==> config.mk <==
export PLATFORM = sky130hd
export DESIGN_NAME = data_memory_bytelane
export DESIGN_NICKNAME = d
export VERILOG_FILES = /design/src/rtl/data_memory_bytelane.sv
export SDC_FILE = /design/constraint.sdc
export NUM_CORES = 2
export LEC_CHECK = 0
export ABC_AREA = 1
export CAP_MARGIN = 20
export CORE_MARGIN = 8
export CORE_UTILIZATION = 30
export DETAILED_ROUTE_END_ITERATION = 6
export SLEW_MARGIN = 30
export SYNTH_ARGS = -nofsm -noshare
export SYNTH_HDL_FRONTEND = slang
export SYNTH_SLANG_ARGS = --single-unit
==> constraint.sdc <==
create_clock -name clk -period 15.35 [get_ports clk]
set_input_delay 3.07 -clock clk [delete_from_list [all_inputs] [get_ports clk]]
set_output_delay 3.07 -clock clk [all_outputs]
set_load 0.02 [all_outputs]
==> src/rtl/data_memory_bytelane.sv <==
// Byte-addressed, word-organised data memory for the MEM stage.
// Post-reset clear sequence, valid/ready request, fixed-latency in-order response pipe.
//
// Ports:
//   clk, reset          single clock, synchronous active-high reset
//   req_valid/ready     request handshake (ready=0 while clearing)
//   req_wr              1=store, 0=load
//   req_size            0=byte, 1=half, 2=word, 3=illegal
//   req_unsigned        loads: 1=zero-extend, 0=sign-extend
//   req_addr/wdata      byte address, right-justified store data
//   rsp_valid           one pulse per accepted request, in order
//   rsp_rdata/rsp_err   extended load data / error flag (0 when idle)
module data_memory_bytelane #(
  parameter int DEPTH_WORDS = 64,
  parameter int RD_LATENCY  = 1
) (
  input  logic        clk,
  input  logic        reset,
  input  logic        req_valid,
  output logic        req_ready,
  input  logic        req_wr,
  input  logic [1:0]  req_size,
  input  logic        req_unsigned,
  input  logic [31:0] req_addr,
  input  logic [31:0] req_wdata,
  output logic        rsp_valid,
  output logic [31:0] rsp_rdata,
  output logic        rsp_err
);

  localparam int AW = $clog2(DEPTH_WORDS);
  localparam int CW = AW + 1;

  typedef enum logic {S_INIT, S_RUN} state_t;

  state_t          r_state;
  state_t          w_next;
  logic [CW-1:0]   r_cnt;
  logic [31:0]     r_mem [DEPTH_WORDS];

  logic            w_accept;
  logic [AW-1:0]   w_idx;
  logic            w_oor;
  logic            w_misal;
  logic            w_err;
  logic [4:0]      w_shift;
  logic [31:0]     w_word;
  logic [31:0]     w_wr_word;
  logic [7:0]      w_byte;
  logic [15:0]     w_half;
  logic [31:0]     w_ld;
  logic [31:0]     w_rdata;

  logic            r_pv [RD_LATENCY];
  logic [31:0]     r_pd [RD_LATENCY];
  logic            r_pe [RD_LATENCY];

  // State register
  always_ff @(posedge clk) begin
    if (reset) begin
      r_state <= S_INIT;
      r_cnt   <= '0;
    end else begin
      r_state <= w_next;
      // Counter stops in RUN, so it never wraps
      if (r_state == S_INIT)
        r_cnt <= r_cnt + CW'(1);
    end
  end

  // Next-state logic
  always_comb begin
    w_next = r_state;
    if (r_state == S_INIT &&
        r_cnt == CW'(DEPTH_WORDS - 1))
      w_next = S_RUN;
  end

  // FSM outputs
  always_comb begin
    req_ready = (r_state == S_RUN);
  end

  assign w_accept = req_valid & req_ready;
  assign w_idx    = req_addr[2 +: AW];
  assign w_oor    = req_addr >= 32'(4 * DEPTH_WORDS);
  assign w_misal  = (req_size == 2'd1 && req_addr[0]) ||
                    (req_size == 2'd2 && req_addr[1:0] != 2'd0);
  assign w_err    = w_oor | w_misal | (req_size == 2'd3);
  assign w_shift  = {req_addr[1:0], 3'b000};
  assign w_word   = r_mem[w_idx];
  assign w_byte   = w_word[w_shift +: 8];
  assign w_half   = req_addr[1] ? w_word[31:16] : w_word[15:0];

  // Merge store data into the current word; untouched lanes kept
  always_comb begin
    w_wr_word = w_word;
    case (req_size)
      2'd0: w_wr_word[w_shift +: 8] = req_wdata[7:0];
      2'd1: begin
        if (req_addr[1])
          w_wr_word[31:16] = req_wdata[15:0];
        else
          w_wr_word[15:0]  = req_wdata[15:0];
      end
      2'd2: w_wr_word = req_wdata;
      default: w_wr_word = w_word;
    endcase
  end

  always_comb begin
    w_ld = '0;
    case (req_size)
      2'd0: w_ld = {{24{~req_unsigned & w_byte[7]}}, w_byte};
      2'd1: w_ld = {{16{~req_unsigned & w_half[15]}}, w_half};
      2'd2: w_ld = w_word;
      default: w_ld = '0;
    endcase
  end

  assign w_rdata = (req_wr | w_err) ? 32'd0 : w_ld;

  // Clear sweep during INIT, committed stores during RUN
  always_ff @(posedge clk) begin
    if (!reset) begin
      if (r_state == S_INIT)
        r_mem[r_cnt[AW-1:0]] <= '0;
      else if (w_accept & req_wr & ~w_err)
        r_mem[w_idx] <= w_wr_word;
    end
  end

  // Response pipe: stage 0 captured at the accept edge
  always_ff @(posedge clk) begin
    if (reset) begin
      for (int i = 0; i < RD_LATENCY; i++) begin
        r_pv[i] <= 1'b0;
        r_pd[i] <= '0;
        r_pe[i] <= 1'b0;
      end
    end else begin
      r_pv[0] <= w_accept;
      r_pd[0] <= w_accept ? w_rdata : 32'd0;
      r_pe[0] <= w_accept & w_err;
      for (int i = 1; i < RD_LATENCY; i++) begin
        r_pv[i] <= r_pv[i-1];
        r_pd[i] <= r_pd[i-1];
        r_pe[i] <= r_pe[i-1];
      end
    end
  end

  assign rsp_valid = r_pv[RD_LATENCY-1];
  assign rsp_rdata = r_pv[RD_LATENCY-1] ? r_pd[RD_LATENCY-1] : 32'd0;
  assign rsp_err   = r_pv[RD_LATENCY-1] & r_pe[RD_LATENCY-1];

endmodule
# After elaboration in Yosys (flattened, before gate mapping)
# Memory sizes are Yosys's and may differ from the RTL's.
# Index checks and enable logic that the tools add are counted.
classes:
  n_addsub: 2
  reduce_logical: 10
  bitwise: 13
  eq_ne: 4
  n_shift: 3
  order_cmp: 1
  muxes: 28
op_table:
  columns: ["operator", "n"]
  rows:
  - ["case mux 32 bit (3 select lines)", 2]
  - ["2-to-1 mux 32 bit", 5]
  - ["OR reduction 32 bit", 2]
  - ["2-to-1 mux 16 bit", 3]
  - ["bitwise mux 32 bit", 1]
  - [">= comparator 32 x 9 -> 1 bit, second input constant", 1]
  - ["variable shift 8 x 7 -> 32 bit, first input constant", 1]
  - ["indexed part select 32 x 6 -> 8 bit", 1]
  - ["indexed part select 8 x 7 -> 32 bit", 1]
  - ["2-to-1 mux 1 bit", 16]
  - ["adder 7 x 1 -> 7 bit, second input constant", 1]
  - ["AND 1 bit", 7]
  - ["== test 7 x 6 -> 1 bit, second input constant", 1]
  - ["negation 5 -> 7 bit", 1]
  - ["2-to-1 mux 6 bit", 1]
  - ["== test 2 bit, second input constant", 2]
  - ["logical AND 1 bit", 3]
  - ["inverter 1 bit", 3]
  - ["bitwise OR 1 bit", 3]
  - ["== test 2 x 1 -> 1 bit, second input constant", 1]
  - ["logical NOT 2 bit", 1]
  - ["nonzero test 2 bit", 1]
  - ["OR reduction 1 bit", 2]
  - ["logical OR 1 bit", 1]
word_totals:
  memories: 4
  ram_bits: 2082
  word_cells: 67
  register_bits: 8
memory_table:
  columns: ["name", "words", "word_bits", "rd", "rd_clocked_by_memory_dff", "wr", "line_no", "source"]
  rows:
  - ["r_mem", 64, 32, 1, 0, 1, "39", "logic [31:0] r_mem [DEPTH_WORDS];"]
  - ["r_pd", 1, 32, 1, 0, 1, "55", "logic [31:0] r_pd [RD_LATENCY];"]
  - ["r_pe", 1, 1, 1, 0, 1, "56", "logic r_pe [RD_LATENCY];"]
  - ["r_pv", 1, 1, 1, 0, 1, "54", "logic r_pv [RD_LATENCY];"]

# Longest topological paths before layout
logic_depth:
  word_depth: 13
  depth_mapped: 22
  depth_no_buf: 19

# Worst setup path after synthesis
# OpenSTA, ideal clock, no wires.
synth_timing:
  path_type: "input to register"
  from: "input req_addr[1]"
  to: "memory r_mem[0][23] (data pin)"
  setup_ns: 0.588
  path_stages: 10
  arrival_ns: 6.823
  n_path_buf: 2
  slack_ns: 7.940
  required_ns: 14.762
  cell_sequence: "clkbuf_1 > clkinv_1 > clkbuf_1 > ha_1 > inv_1 > nor4_1 > nand2_1 > nand2_1 > nand2_1 > a31oi_1"
synth_via:
  elab_chain_len: 13
synth_lines:
  columns: ["item", "line_no", "source"]
  rows:
  - ["start, declared", "24", "input logic [31:0] req_addr,"]
  - ["parallel branches: the longest is 12 deep, another holds >= comparator 32 x 9 -> 1 bit", null, null]
  - ["2-to-1 mux 32 bit (no source line) *", null, null]
  - ["end, declared", "39", null]
# Every way passes the cells marked *.

# Worst setup path in the final report
layout_timing:
  from: "input req_size[1]"
  to: "memory r_mem[46][1], enable pin"
layout_via:
  elab_chain_len: 13
layout_lines:
  columns: ["item", "line_no", "source"]
  rows:
  - ["start, declared", "22", "input logic [1:0] req_size,"]
  - ["== test 2 x 1 -> 1 bit or == test 2 bit (tied branches)", "87, 88", null]
  - ["logical AND 1 bit (on tied branches)", "87, 88", null]
  - ["logical OR 1 bit", "87", "assign w_misal = (req_size == 2'd1 && req_addr[0]) ||"]
  - ["bitwise OR 1 bit", "89", "assign w_err = w_oor | w_misal | (req_size == 2'd3);"]
  - ["bitwise OR 1 bit *", "89", null]
  - ["inverter 1 bit *", "128", "else if (w_accept & req_wr & ~w_err)"]
  - ["AND 1 bit *", "128", null]
  - ["2-to-1 mux 1 bit *", "128", null]
  - ["2-to-1 mux 1 bit *", "126", "if (r_state == S_INIT)"]
  - ["2-to-1 mux 1 bit *", "125", "if (!reset) begin"]
  - ["2-to-1 mux 1 bit (implied by the code) *", "129", "r_mem[w_idx] <= w_wr_word;"]
  - ["OR reduction 32 bit (no source line)", null, null]
  - ["2-to-1 mux 6 bit (no source line) or 2-to-1 mux 1 bit (tied branches)", null, null]
# Mark *: on every way between the ends. The rest lies on a longest branch, timed or not.

==> reports/qor.txt <==
OUTCOME
-----------------------------------------------------------------------------------------------
Outcome                                                                            complete, but fails checks
Violations in the final reports                                                    design-rule violations

ROUTING
-----------------------------------------------------------------------------------------------
Detail-routed via count per cell                                                          5.220
Aggregate routed wire length                                                           272.3 mm
Detailed-route via count                                                                 59.47k
Antenna-violating nets left                                                                   0
Number of design rule violations left after detail routing                                    3
Drt initial violations                                                                     8340
Length of the first detailed-routing pass in iterations                                       7
Final routed wire length divided by cell count                                         23.90 um

CLOCK NETWORK
-----------------------------------------------------------------------------------------------
Quantity of gates resized following cts                                                       0
Number of buffers created by CTS                                                            210
Clock input transition at the sequential cells of the worst setup and hold paths        0.06 ns
# hold bufs at CTS                                                                            0
Clock tree root driver cell                                                        sky130_fd_sc_hd__clkbuf_16
Sinks on Clock Net                                                                         2090
Buffer depth of the longest clock path                                                        3
Clock latency on the worst-skew pair                                                    0.86 ns
CTS tree                                                                                  built
Deepest level of the CTS H-tree                                                               4
Post CTS Setup Buffer Count                                                                   0

FINAL LAYOUT
-----------------------------------------------------------------------------------------------
Register area                                                                      0.06234 mm^2
Final Cell Area                                                                     0.1003 mm^2
Share of post-route cells with drive strength above 1                                   0.08327
Nets                                                                                       7526
Final standard cell utilization of the core                                              0.3515
# fillers                                                                                27.46k
Final Instance Count excl. Fillers                                                       11.39k
Total area of multi-input combinational cells                                      0.02135 mm^2
Synthesis-to-layout area growth                                                          16.51%

CRITICAL PATH
-----------------------------------------------------------------------------------------------
Worst r2r dst                                                                      r_mem[46][1]
Slack of the worst reg-to-reg path                                                     11.16 ns
Startpoint of the worst setup timing path                                           req_size[1]
RR Startpoint                                                                         req_ready
Last element of the critical path                                                  r_mem[46][1]
Critical Setup Path Class                                                          primary input to register
Endpoint arrival time on the critical path                                              8.57 ns
Worst-path fanout max                                                                        28
WP data required                                                                       15.87 ns
Worst Setup Start Kind                                                             primary input
Crit path capture type                                                                 register
Number of cell instances on the worst register-to-register path                               9

YOSYS
-----------------------------------------------------------------------------------------------
Syn. warnings                                                                                 0
Cell area after technology mapping                                                 0.08605 mm^2
Number of nets in the synthesized netlist                                                  7482
Number of distinct library cells after synthesis                                             37
Cells after Synth                                                                          7406
Syn Area/Cell                                                                        11.62 um^2
Synth Register Bits                                                                        2090
Fraction of the yosys area taken by sequential cells                                     0.7245

STA
-----------------------------------------------------------------------------------------------
Count of endpoints failing setup in the final report                                          0
RSZ-0062 raised after global routing                                                         no
Fin Setup TNS                                                                              0 ns
Fin. max-slew vios                                                                            0
Tcrit/Tclk final                                                                         0.5241
Fmax                                                                                 0.1243 GHz
Worst-case clock skew                                                                0.04393 ns
Worst-case headroom to the max-slew limit                                                0.2829
Crit path time final                                                                   8.045 ns
Worst-Margin Slew                                                                      1.076 ns
Total count of hold-check failures in the final report                                        0

PLACED DESIGN
-----------------------------------------------------------------------------------------------
Instance area at placement                                                         0.09361 mm^2
DP HPWL                                                                                159.2 mm
DP Cell Count                                                                            11.00k
Number of port buffers                                                                      105
Routability cong.                                                                        0.8929

PWR
-----------------------------------------------------------------------------------------------
P_leak                                                                                 31.29 nW
Highest ir drop seen on vdd                                                         0.0001195 V
Cell internal power dissipation                                                      0.009159 W
Cell area power density                                                            118.5 mW/mm^2
Fraction of power spent switching nets                                                   0.2291
Sequential group share of total power                                                     0.521
Clock group share of total power                                                          0.417
Share of total power in combinational logic                                               0.062
Switching power of the nets                                                          0.002722 W

GLOBAL ROUTING
-----------------------------------------------------------------------------------------------
Number of global-route vias before repair                                                55.53k
GRT Overall Usage                                                                        0.1721
First-pass GRT wire length                                                             391.2 mm
Largest net degree at the start of global routing                                           195
Number of antenna violations at the first check in global routing                            15
GRT overflow                                                                                  0

FLOORPLAN
-----------------------------------------------------------------------------------------------
Effective utilization at floorplan                                                       0.3017
Site row count                                                                              196
Die area                                                                            0.3042 mm^2
Height of the chip                                                                     551.6 um
Die W                                                                                  551.6 um
Floorplan Core Area                                                                 0.2852 mm^2
Number of primary I/O pins                                                                  106

RUN
-----------------------------------------------------------------------------------------------
Maximum Capacitance Violations                                                                0

HOLD PATH
-----------------------------------------------------------------------------------------------
Tightest Hold Check Type                                                           register to register

==> final cells by class <==
type | count | share of cell area
diodes | 4 | 0.00009984
clock buffers | 266 | 0.05579
clock inverters | 122 | 0.009734
well taps | 3762 | 0.04695
inverters | 218 | 0.008574
repair buffers | 303 | 0.04409
flip-flops and latches | 2090 | 0.6218
multi-input cells | 4627 | 0.2130
==> power by group through the flow <==
stage	Sequential [W]	Clock [W]	Combinational (W)
6_report	0.00619	0.00495	0.000739
2_1_floorplan	0.00631	0	0.000432
4_1_cts	0.00619	0.00501	0.000727
3_5_place_dp	0.00631	0	0.000724
3_3_place_gp	0.00631	0	0.000712
5_1_grt	0.00619	0.00521	0.000792
==> state kept, by name (all words and copies together) (netlist names) <==
register	cells
r_cnt	7
r_mem	2048
r_pd	32
r_pe	1
r_pv	1
req_ready	1
==> Yosys cell counts (all sizes together) <==
| cell | instances | area [um^2] |
|---|---|---|
| edfxtp | 2048 | 61500 |
| nand2 | 1586 | 5973 |
| nor2 | 1063 | 4008 |
| nand3 | 802 | 4039 |
| o21ai | 735 | 3690 |
| buf | 332 | 1908 |
| inv | 213 | 804.5 |
| o22ai | 151 | 944.7 |
| a21oi | 147 | 735.7 |
| clkbuf | 139 | 521.8 |
| o211ai | 83 | 633.1 |
| dfxtp | 42 | 840.8 |
| nand4 | 13 | 81.33 |
| a31oi | 10 | 62.56 |
| nor4 | 8 | 50.05 |
| nor3 | 6 | 41.29 |
| o21a | 6 | 45.04 |
| clkinv | 5 | 18.77 |
| ha | 5 | 62.56 |
| o31ai | 5 | 37.54 |
| nand3b | 3 | 22.52 |
| o221ai | 2 | 17.52 |
| and3 | 1 | 6.260 |
| or2 | 1 | 6.260 |
==> per-layer routing <==
layer  wire length (um)  track usage
met1             113000       0.2418
met2             120100       0.2608
met3              29520      0.03917
met4               9715      0.06222
met5                  0            0
==> layout by cell type, fill, tap and decap left out, types with 7 or more instances in the layout <==
cell / count
sky130_fd_sc_hd__buf_16: 80
sky130_fd_sc_hd__o21ai_1: 13
sky130_fd_sc_hd__nor4_1: 7
sky130_fd_sc_hd__clkdlybuf4s50_1: 98
sky130_fd_sc_hd__nand2_1: 1580
sky130_fd_sc_hd__dfxtp_1: 41
sky130_fd_sc_hd__buf_4: 87
sky130_fd_sc_hd__inv_1: 196
sky130_fd_sc_hd__clkbuf_16: 215
sky130_fd_sc_hd__a21oi_1: 119
sky130_fd_sc_hd__nor2_4: 68
sky130_fd_sc_hd__o21ai_0: 719
sky130_fd_sc_hd__inv_2: 14
sky130_fd_sc_hd__a21oi_4: 28
sky130_fd_sc_hd__o211ai_1: 81
sky130_fd_sc_hd__bufinv_16: 13
sky130_fd_sc_hd__nand3_1: 796
sky130_fd_sc_hd__clkinv_2: 41
sky130_fd_sc_hd__nand4_1: 13
sky130_fd_sc_hd__buf_6: 8
sky130_fd_sc_hd__o22ai_1: 151
sky130_fd_sc_hd__clkbuf_1: 48
sky130_fd_sc_hd__edfxtp_1: 2048
sky130_fd_sc_hd__buf_8: 11
sky130_fd_sc_hd__clkinv_1: 59
sky130_fd_sc_hd__buf_12: 15
sky130_fd_sc_hd__nor2_1: 989
==> through the flow <==
stage | setup WS (ns) | power [W] | hold WS (ns)
2_1_floorplan | 7.940 | 0.006746 | 0.4440
3_5_place_dp | 6.617 | 0.007039 | 0.4711
3_3_place_gp | 6.368 | 0.007026 | 0.4620
6_report | 7.305 | 0.01188 | 0.4874
5_1_grt | 7.200 | 0.01219 | 0.5229
4_1_cts | 7.492 | 0.01193 | 0.4795
==> kinds of logic after synthesis <==
kind of cell / after synthesis / synth area share
simple gates: 3483 / 0.1653
flops: 2090 / 0.7245
compound gates: 1139 / 0.07166
buf+inv: 689 / 0.03781
fa+ha+maj: 5 / 0.0007270
==> worst min path at each step <==
| stage | startpoint | to | cells after the start |
|---|---|---|---|
| 6_report | r_cnt[6] | r_cnt[6] | 2 |
| 3_5_place_dp | r_cnt[6] | r_cnt[6] | 2 |
| 2_1_floorplan | r_cnt[6] | r_cnt[6] | 2 |
| 5_1_grt | r_cnt[6] | r_cnt[6] | 2 |
| 4_1_cts | r_cnt[6] | r_cnt[6] | 2 |
| 3_3_place_gp | r_cnt[6] | r_cnt[6] | 2 |
==> critical path, stage by stage <==
cell,delay [ns]
sky130_fd_sc_hd__clkdlybuf4s50_1,0.46
sky130_fd_sc_hd__buf_4,0.28
sky130_fd_sc_hd__inv_2,0.27
sky130_fd_sc_hd__nor2_2,0.70
sky130_fd_sc_hd__inv_2,0.43
sky130_fd_sc_hd__o211ai_2,0.31
sky130_fd_sc_hd__nor3_4,0.08
sky130_fd_sc_hd__nand2_4,0.55
sky130_fd_sc_hd__nand2_1,0.14
sky130_fd_sc_hd__o21ai_2,0.12
sky130_fd_sc_hd__inv_2,0.06
sky130_fd_sc_hd__nor2_2,0.16
sky130_fd_sc_hd__nand3_2,0.72
sky130_fd_sc_hd__nor2_4,0.88
sky130_fd_sc_hd__buf_16,0.25
Note: power is estimated with default switching activity, not from simulation.
